`src/rtl/ram_rw_master_if.sv`:
```
// ram_rw memory bus between the core-side initiator and the external responder.
// Single outstanding transaction: cen pulses for one cycle, ready closes the access.
interface ram_rw_master_if;
   logic        ram_rw_cen_o;
   logic        ram_rw_wen_o;
   logic [63:0] ram_rw_addr_o;
   logic [63:0] ram_rw_wdata_o;
   logic [7:0]  ram_rw_wmask_o;
   logic [2:0]  ram_rw_size_o;
   logic        ram_rw_ready_i;
   logic [63:0] ram_rw_data_i;

   modport master (
      output ram_rw_cen_o, ram_rw_wen_o, ram_rw_addr_o, ram_rw_wdata_o,
             ram_rw_wmask_o, ram_rw_size_o,
      input  ram_rw_ready_i, ram_rw_data_i
   );

   modport slave (
      input  ram_rw_cen_o, ram_rw_wen_o, ram_rw_addr_o, ram_rw_wdata_o,
             ram_rw_wmask_o, ram_rw_size_o,
      output ram_rw_ready_i, ram_rw_data_i
   );
endinterface

```
`src/rtl/ram_rw_master.sv`:
```
// Arbitrates IFU fetches and LSU loads/stores onto the single-port ram_rw bus,
// aligning store lanes and extracting/extending load data. One transaction in flight.
//
// Handshakes: a requester raises req and holds it with stable fields until gnt
// (combinational, IDLE only). ram_rw: cen is a one-cycle strobe; the responder
// answers with ready plus data in one cycle, and ready is only sampled in WAIT.
module ram_rw_master #(
   parameter bit          PRIO_LS     = 1'b1,
   parameter int unsigned TIMEOUT_CYC = 64
) (
   input  logic           clk,
   input  logic           rst_n,
   input  logic           if_req_i,
   input  logic [63:0]    if_addr_i,
   output logic           if_gnt_o,
   output logic           if_valid_o,
   output logic [31:0]    if_rdata_o,
   output logic           if_err_o,
   input  logic           ls_req_i,
   input  logic           ls_wen_i,
   input  logic [63:0]    ls_addr_i,
   input  logic [2:0]     ls_size_i,
   input  logic [63:0]    ls_wdata_i,
   output logic           ls_gnt_o,
   output logic           ls_valid_o,
   output logic [63:0]    ls_rdata_o,
   output logic           ls_err_o,
   ram_rw_master_if.master ram,
   output logic [1:0]     dbg_state
);

   typedef enum logic [1:0] {
      IDLE = 2'd0,
      REQ  = 2'd1,
      WAIT = 2'd2,
      RESP = 2'd3
   } state_t;

   localparam int unsigned   CW   = (TIMEOUT_CYC > 1) ? $clog2(TIMEOUT_CYC) : 1;
   localparam logic [CW-1:0] TMAX = CW'(TIMEOUT_CYC - 1);

   function automatic logic misaligned(input logic [63:0] addr, input logic [1:0] sz);
      case (sz)
         2'd0:    return 1'b0;
         2'd1:    return addr[0];
         2'd2:    return |addr[1:0];
         default: return |addr[2:0];
      endcase
   endfunction

   function automatic logic [7:0] lane_mask(input logic [1:0] sz, input logic [2:0] off);
      case (sz)
         2'd0:    return 8'h01 << off;
         2'd1:    return 8'h03 << off;
         2'd2:    return 8'h0F << off;
         default: return 8'hFF;
      endcase
   endfunction

   // sz[2] selects zero-extension; doubleword ignores it.
   function automatic logic [63:0] load_extend(input logic [63:0] word, input logic [2:0] off,
                                               input logic [2:0] sz);
      logic [63:0] x;
      x = word >> {off, 3'b000};
      case (sz[1:0])
         2'd0:    return sz[2] ? {56'd0, x[7:0]}  : {{56{x[7]}},  x[7:0]};
         2'd1:    return sz[2] ? {48'd0, x[15:0]} : {{48{x[15]}}, x[15:0]};
         2'd2:    return sz[2] ? {32'd0, x[31:0]} : {{32{x[31]}}, x[31:0]};
         default: return x;
      endcase
   endfunction

   state_t        state_q, state_d;
   logic [CW-1:0] cnt_q;
   logic          own_ls_q;
   logic          wen_q;
   logic [2:0]    off_q;
   logic [2:0]    size_q;

   logic          pick_ls, pick_if, grant, req_mis, req_store;
   logic [63:0]   sel_addr;
   logic [1:0]    sel_sz;
   logic          resp_go, resp_ls, resp_err;
   logic [63:0]   resp_ls_data;
   logic [31:0]   resp_if_data;

   always_comb begin
      pick_ls   = ls_req_i && (PRIO_LS || !if_req_i);
      pick_if   = if_req_i && !pick_ls;
      grant     = rst_n && (state_q == IDLE) && (pick_ls || pick_if);
      if_gnt_o  = grant && pick_if;
      ls_gnt_o  = grant && pick_ls;
      sel_addr  = pick_ls ? ls_addr_i : if_addr_i;
      sel_sz    = pick_ls ? ls_size_i[1:0] : 2'd2;
      req_mis   = misaligned(sel_addr, sel_sz);
      req_store = pick_ls && ls_wen_i;
   end

   always_comb begin
      state_d  = state_q;
      resp_go  = 1'b0;
      resp_ls  = own_ls_q;
      resp_err = 1'b0;
      case (state_q)
         IDLE: begin
            if (grant) begin
               if (req_mis) begin
                  state_d  = RESP;
                  resp_go  = 1'b1;
                  resp_ls  = pick_ls;
                  resp_err = 1'b1;
               end else begin
                  state_d = REQ;
               end
            end
         end
         REQ:  state_d = WAIT;
         WAIT: begin
            if (ram.ram_rw_ready_i) begin
               state_d = RESP;
               resp_go = 1'b1;
            end else if (cnt_q == TMAX) begin
               state_d  = RESP;
               resp_go  = 1'b1;
               resp_err = 1'b1;
            end
         end
         RESP: state_d = IDLE;
         default: state_d = IDLE;
      endcase
   end

   always_comb begin
      resp_ls_data = '0;
      resp_if_data = '0;
      if (!resp_err) begin
         if (!wen_q) resp_ls_data = load_extend(ram.ram_rw_data_i, off_q, size_q);
         resp_if_data = off_q[2] ? ram.ram_rw_data_i[63:32] : ram.ram_rw_data_i[31:0];
      end
   end

   always_ff @(posedge clk) begin
      if (!rst_n) state_q <= IDLE;
      else        state_q <= state_d;
   end

   // Bus outputs are set at the grant edge so they are valid exactly in REQ.
   always_ff @(posedge clk) begin
      if (!rst_n) begin
         cnt_q              <= '0;
         own_ls_q           <= 1'b0;
         wen_q              <= 1'b0;
         off_q              <= '0;
         size_q             <= '0;
         ram.ram_rw_cen_o   <= 1'b0;
         ram.ram_rw_wen_o   <= 1'b0;
         ram.ram_rw_addr_o  <= '0;
         ram.ram_rw_wdata_o <= '0;
         ram.ram_rw_wmask_o <= '0;
         ram.ram_rw_size_o  <= '0;
         if_valid_o         <= 1'b0;
         if_rdata_o         <= '0;
         if_err_o           <= 1'b0;
         ls_valid_o         <= 1'b0;
         ls_rdata_o         <= '0;
         ls_err_o           <= 1'b0;
      end else begin
         ram.ram_rw_cen_o   <= 1'b0;
         ram.ram_rw_wen_o   <= 1'b0;
         ram.ram_rw_addr_o  <= '0;
         ram.ram_rw_wdata_o <= '0;
         ram.ram_rw_wmask_o <= '0;
         ram.ram_rw_size_o  <= '0;
         if_valid_o         <= 1'b0;
         ls_valid_o         <= 1'b0;
         cnt_q              <= (state_q == WAIT) ? cnt_q + 1'b1 : '0;
         if (grant) begin
            own_ls_q <= pick_ls;
            wen_q    <= req_store;
            off_q    <= sel_addr[2:0];
            size_q   <= pick_ls ? ls_size_i : 3'b110;
            if (!req_mis) begin
               ram.ram_rw_cen_o  <= 1'b1;
               ram.ram_rw_wen_o  <= req_store;
               ram.ram_rw_addr_o <= {sel_addr[63:3], 3'b000};
               ram.ram_rw_size_o <= {1'b0, sel_sz};
               if (req_store) begin
                  ram.ram_rw_wdata_o <= ls_wdata_i << {ls_addr_i[2:0], 3'b000};
                  ram.ram_rw_wmask_o <= lane_mask(ls_size_i[1:0], ls_addr_i[2:0]);
               end
            end
         end
         if (resp_go) begin
            if (resp_ls) begin
               ls_valid_o <= 1'b1;
               ls_err_o   <= resp_err;
               ls_rdata_o <= resp_ls_data;
            end else begin
               if_valid_o <= 1'b1;
               if_err_o   <= resp_err;
               if_rdata_o <= resp_if_data;
            end
         end
      end
   end

   assign dbg_state = state_q;

endmodule

```
`src/flat_wrapper.sv`:
```
// flat-port wrapper written by rule: the top's interface ports become plain ports
module ram_rw_master_flat 
#(
   parameter bit          PRIO_LS     = 1'b1,
   parameter int unsigned TIMEOUT_CYC = 64
)
  (clk, rst_n, if_req_i, if_addr_i, if_gnt_o, if_valid_o, if_rdata_o, if_err_o, ls_req_i, ls_wen_i, ls_addr_i, ls_size_i, ls_wdata_i, ls_gnt_o, ls_valid_o, ls_rdata_o, ls_err_o, dbg_state, ram_ram_rw_cen_o, ram_ram_rw_wen_o, ram_ram_rw_addr_o, ram_ram_rw_wdata_o, ram_ram_rw_wmask_o, ram_ram_rw_size_o, ram_ram_rw_ready_i, ram_ram_rw_data_i);
  ram_rw_master_if ram_i ();
  input  logic clk;
  input  logic rst_n;
  input  logic if_req_i;
  input  logic [63:0] if_addr_i;
  output logic if_gnt_o;
  output logic if_valid_o;
  output logic [31:0] if_rdata_o;
  output logic if_err_o;
  input  logic ls_req_i;
  input  logic ls_wen_i;
  input  logic [63:0] ls_addr_i;
  input  logic [2:0] ls_size_i;
  input  logic [63:0] ls_wdata_i;
  output logic ls_gnt_o;
  output logic ls_valid_o;
  output logic [63:0] ls_rdata_o;
  output logic ls_err_o;
  output logic [1:0] dbg_state;
  output wire logic [$bits(ram_i.ram_rw_cen_o)-1:0] ram_ram_rw_cen_o;
  output wire logic [$bits(ram_i.ram_rw_wen_o)-1:0] ram_ram_rw_wen_o;
  output wire logic [$bits(ram_i.ram_rw_addr_o)-1:0] ram_ram_rw_addr_o;
  output wire logic [$bits(ram_i.ram_rw_wdata_o)-1:0] ram_ram_rw_wdata_o;
  output wire logic [$bits(ram_i.ram_rw_wmask_o)-1:0] ram_ram_rw_wmask_o;
  output wire logic [$bits(ram_i.ram_rw_size_o)-1:0] ram_ram_rw_size_o;
  input wire logic [$bits(ram_i.ram_rw_ready_i)-1:0] ram_ram_rw_ready_i;
  input wire logic [$bits(ram_i.ram_rw_data_i)-1:0] ram_ram_rw_data_i;
  assign ram_ram_rw_cen_o = ram_i.ram_rw_cen_o;
  assign ram_ram_rw_wen_o = ram_i.ram_rw_wen_o;
  assign ram_ram_rw_addr_o = ram_i.ram_rw_addr_o;
  assign ram_ram_rw_wdata_o = ram_i.ram_rw_wdata_o;
  assign ram_ram_rw_wmask_o = ram_i.ram_rw_wmask_o;
  assign ram_ram_rw_size_o = ram_i.ram_rw_size_o;
  assign ram_i.ram_rw_ready_i = ram_ram_rw_ready_i;
  assign ram_i.ram_rw_data_i = ram_ram_rw_data_i;
  ram_rw_master #(.PRIO_LS(PRIO_LS), .TIMEOUT_CYC(TIMEOUT_CYC)) u_core (.clk(clk), .rst_n(rst_n), .if_req_i(if_req_i), .if_addr_i(if_addr_i), .if_gnt_o(if_gnt_o), .if_valid_o(if_valid_o), .if_rdata_o(if_rdata_o), .if_err_o(if_err_o), .ls_req_i(ls_req_i), .ls_wen_i(ls_wen_i), .ls_addr_i(ls_addr_i), .ls_size_i(ls_size_i), .ls_wdata_i(ls_wdata_i), .ls_gnt_o(ls_gnt_o), .ls_valid_o(ls_valid_o), .ls_rdata_o(ls_rdata_o), .ls_err_o(ls_err_o), .ram(ram_i), .dbg_state(dbg_state));
endmodule
```
`config.mk`:
```
export PLATFORM = sky130hd
export DESIGN_NAME = ram_rw_master_flat
export DESIGN_NICKNAME = d
export VERILOG_FILES = /design/src/rtl/ram_rw_master_if.sv /design/src/rtl/ram_rw_master.sv /design/src/flat_wrapper.sv
export SDC_FILE = /design/constraint.sdc
export NUM_CORES = 1
export LEC_CHECK = 0
export CORE_AREA = 2 2 201 203
export CTS_BUF_LIST = sky130_fd_sc_hd__clkbuf_16
export DETAILED_ROUTE_END_ITERATION = 7
export DIE_AREA = 0 0 203 205
export GPL_ROUTABILITY_DRIVEN = 1
export SKIP_CTS_REPAIR_TIMING = 1
export SLEW_MARGIN = 15
export SYNTH_ARGS = -nofsm -noshare
export SYNTH_HDL_FRONTEND = slang
export SYNTH_SLANG_ARGS = --single-unit
```
`constraint.sdc`:
```
create_clock -name clk -period 3.2 [get_ports clk]
set_input_delay 0.8 -clock clk [delete_from_list [all_inputs] [get_ports clk]]
set_output_delay 0.8 -clock clk [all_outputs]
set_load 0.03 [all_outputs]
```
==> impl_results.md <==
- Clk network pwr share: 0.315
- Most common cell in the netlist: dfxtp_1
- Critical-path maximum fanout: 6
- Drc violations: 0
- Final worst path period share: 0.862
- Area after DPL: between 15000 and 20000 sq um
- Crit-path max cell delay: just over 500 ps
- Root Buffer: clkbuf_16
- XOR/XNOR Fraction of Synth Area: 0.00217
- CTS tree: done
- Vias/cell: a little over 5
- Final wirelength: a little over 50000 um
- Internal power: about 6.7 mW
- Status: complete, no violations
- Sequential share of power: 0.348
- Ys async rst share: 0
- Synth Area in Compound Gates: 0.181
- Endpoints failing hold: 0
- Simple-Gate Fraction of Synth Area: 0.115
- Worst-path clk slew: about 60 ps
- Leakage: 7.07 nW
- H-tree depth: 1
- Crit path from: rst_n
- VDD IR max: 0.403 mV
- Min cycle time layout: between 2000 and 3000 ps
- Max_cap viols: 0
- Clock Sinks: ~250
- 1st-pass router iterations: 6
- Post-route cell area: roughly 19000 sq um
- PortBufs: 505
- CP Capture Type: primary output
- Core Box Area: between 30000 and 40000 sq um
- Worst hold slack: roughly 450 ps
- Critical Path RT: 2400 ps
- Die Y: between 200 and 250 um
- Top cells by count, synth: 253 x dfxtp_1, 190 x mux2i_1, 144 x nor2_1
- Row cnt: 73
- Setup TNS: 0 ps
- HP Start: u_core.cnt_q[0]
- Setup-failing EPs final: 0
- DR iter-0 viols: approximately 870
- Adder-Cell Fraction of Synth Area: 0.00619
- Initial antenna violation count: 7
- CP Cell Sequence: clkdlybuf4s50_1 -> and3_1 -> buf_4 -> buf_12
- Detail Route Antenna Nets: 0
- Vias in the first global route: about 11000
- RSZ-0062 raised after global routing: no
- Nets: approximately 2000
- Die W: approximately 200 um
- Starting density of the core: 0.308
- Post-layout util: 0.475
- Startpoint Class: input pin
- Area growth syn-to-layout: 54.3%
- Worst hold path stage count: 1
- Overall power: 10.3 mW
- CP max stage cell: clkdlybuf4s50_1
- Max Clock Freq: roughly 360 MHz
- Max Slew Vio Count: 0
- Area contributors post-synth: dfxtp_1 42%, mux2i_1 16%, o2bb2ai_1 5.1%
- Most used DFF post-synth: dfxtp_1
- Max Root-Sink Buffers: 3
- Mapped Cells: ~1200
- CP delay by family, top: buffers and inverters
- Boundary pin count: 510
- Combinational power share: 0.337
- Max-slew headroom: 0.326
- P_sw: roughly 3.6 mW
- Register-to-Register Path Depth: 6
- Worst-Skew Late Latency: between 500 and 600 ps
- Power Density: 549 nW/um^2
- Total CTS buffers: 30
- Average cell area after synthesis: between 9 and 10 sq um
- Hold crit path type: register to register
- Arrival time at the worst endpoint: slightly below 2000 ps
- Largest family of logic cells by synthesized area: multiplexers
- First-pass GRT wire length: 73500 um
- Cell taking the most area after synthesis: dfxtp_1
- Cell Area, Synth: 12100 sq um
- Wirelength per Cell: 22.8 um
- CP Depth: 4
- Sw frac: 0.352
- GP Congestion: just under 1
- Buf/Inv on CP: 3
- Fraction of layout cells with a size suffix above 1: 0.0957
- Die ar.: between 40000 and 50000 sq um
- Path type of the worst setup path: input pin to primary output
- Top cell type's share of synthesized area: 0.418
- Congestion Overflow GR: 0
- Worst Tran Pin Value: around 1000 ps
- Pin count of the biggest net entering global routing: between 70 and 80
- Clock skew: between 10 and 15 ps
- DP HPWL: 41300 um
- Mux contribution to synthesized area: 0.229
- EDFF count, synth: 0
- Synth cell types: 61
- R2r startpoint: u_core.off_q[1]
- YS warnings: 0
- GR Util All Layers: 0.237
- Yosys reg bits: 253
- Detailed-route via count: 11481
- Sequential fraction of the synthesis area: 0.418
==> logic make-up after synthesis <==
group | count (synthesis)
buffers and inverters | 120
AOI/OAI and AO/OA | 303
adders and majority gates | 6
xor gates and xnor gates | 3
and+or+nand+nor | 308
other | 1
DFF | 253
muxes | 241
==> layout make-up <==
cell class,instances,area (sq um)
repair buffers,550,5490
inverters,11,41.3
fillers,3690,20700
clock inverters,25,174
clock buffers,30,751
multi-input cells,865,6500
flip-flops and latches,253,5070
diodes,7,17.5
well taps,525,657
==> final timing paths <==
kind | slack (ps) | to
setup / recovery | 440 | ls_gnt_o
hold / removal | 450 | u_core.cnt_q[0]
setup reg to reg | 740 | u_core.ls_rdata_o[30]
hold reg to reg | 450 | u_core.cnt_q[0]
==> through the flow <==
stage | std cells | setup WS, ps
2_1_floorplan | 1238 | 239
5_1_grt | 2266 | 334
4_1_cts | 2259 | 442
3_5_place_dp | 2204 | 101
3_3_place_gp | 2204 | 230
6_report | 2266 | 443
==> sequential cells by signal, indices dropped and copies added (netlist names), 2 cells and up <==
register and count:
u_core.ls_rdata_o 64, u_core.ram.ram_rw_wdata_o 64, u_core.ram.ram_rw_addr_o 61, u_core.if_rdata_o 32, u_core.ram.ram_rw_wmask_o 8, u_core.cnt_q 6, u_core.off_q 3, u_core.size_q 3
u_core.dbg_state 2, u_core.ram.ram_rw_size_o 2
==> routing by layer <==
metal  routed length [um]  track usage
met1                21900        0.305
met2                23900        0.384
met3                 3630       0.0531
met4                 2240       0.0988
met5                    0            0
==> power by group through the flow <==
| stage | Combinational, mW | Clock [mW] | Sequential (mW) |
|---|---|---|---|
| 2_1_floorplan | 1.79 | 0 | 3.84 |
| 3_3_place_gp | 3.40 | 0 | 3.64 |
| 3_5_place_dp | 3.41 | 0 | 3.64 |
| 4_1_cts | 3.43 | 3.31 | 3.57 |
| 5_1_grt | 3.67 | 3.43 | 3.60 |
| 6_report | 3.46 | 3.24 | 3.57 |
==> placed cells by master (no fill, tap or decap), types with 8 or more instances in the layout <==
cell type and count:
a21oi_1 55, mux2_2 24, clkdlybuf4s50_1 500, a22o_1 31
nand2b_1 14, a211oi_1 23, nor2b_1 38, clkbuf_16 30
nand2_1 67, mux2i_1 190, clkinv_1 10, nand3b_1 8
nor2_1 144, mux4_2 26, a31oi_1 22, buf_4 40
o21ai_0 45, o22a_1 8, inv_1 11, and2_1 12
buf_12 9, o2bb2ai_1 71, dfxtp_1 250
(Power assumes the default switching activity.)
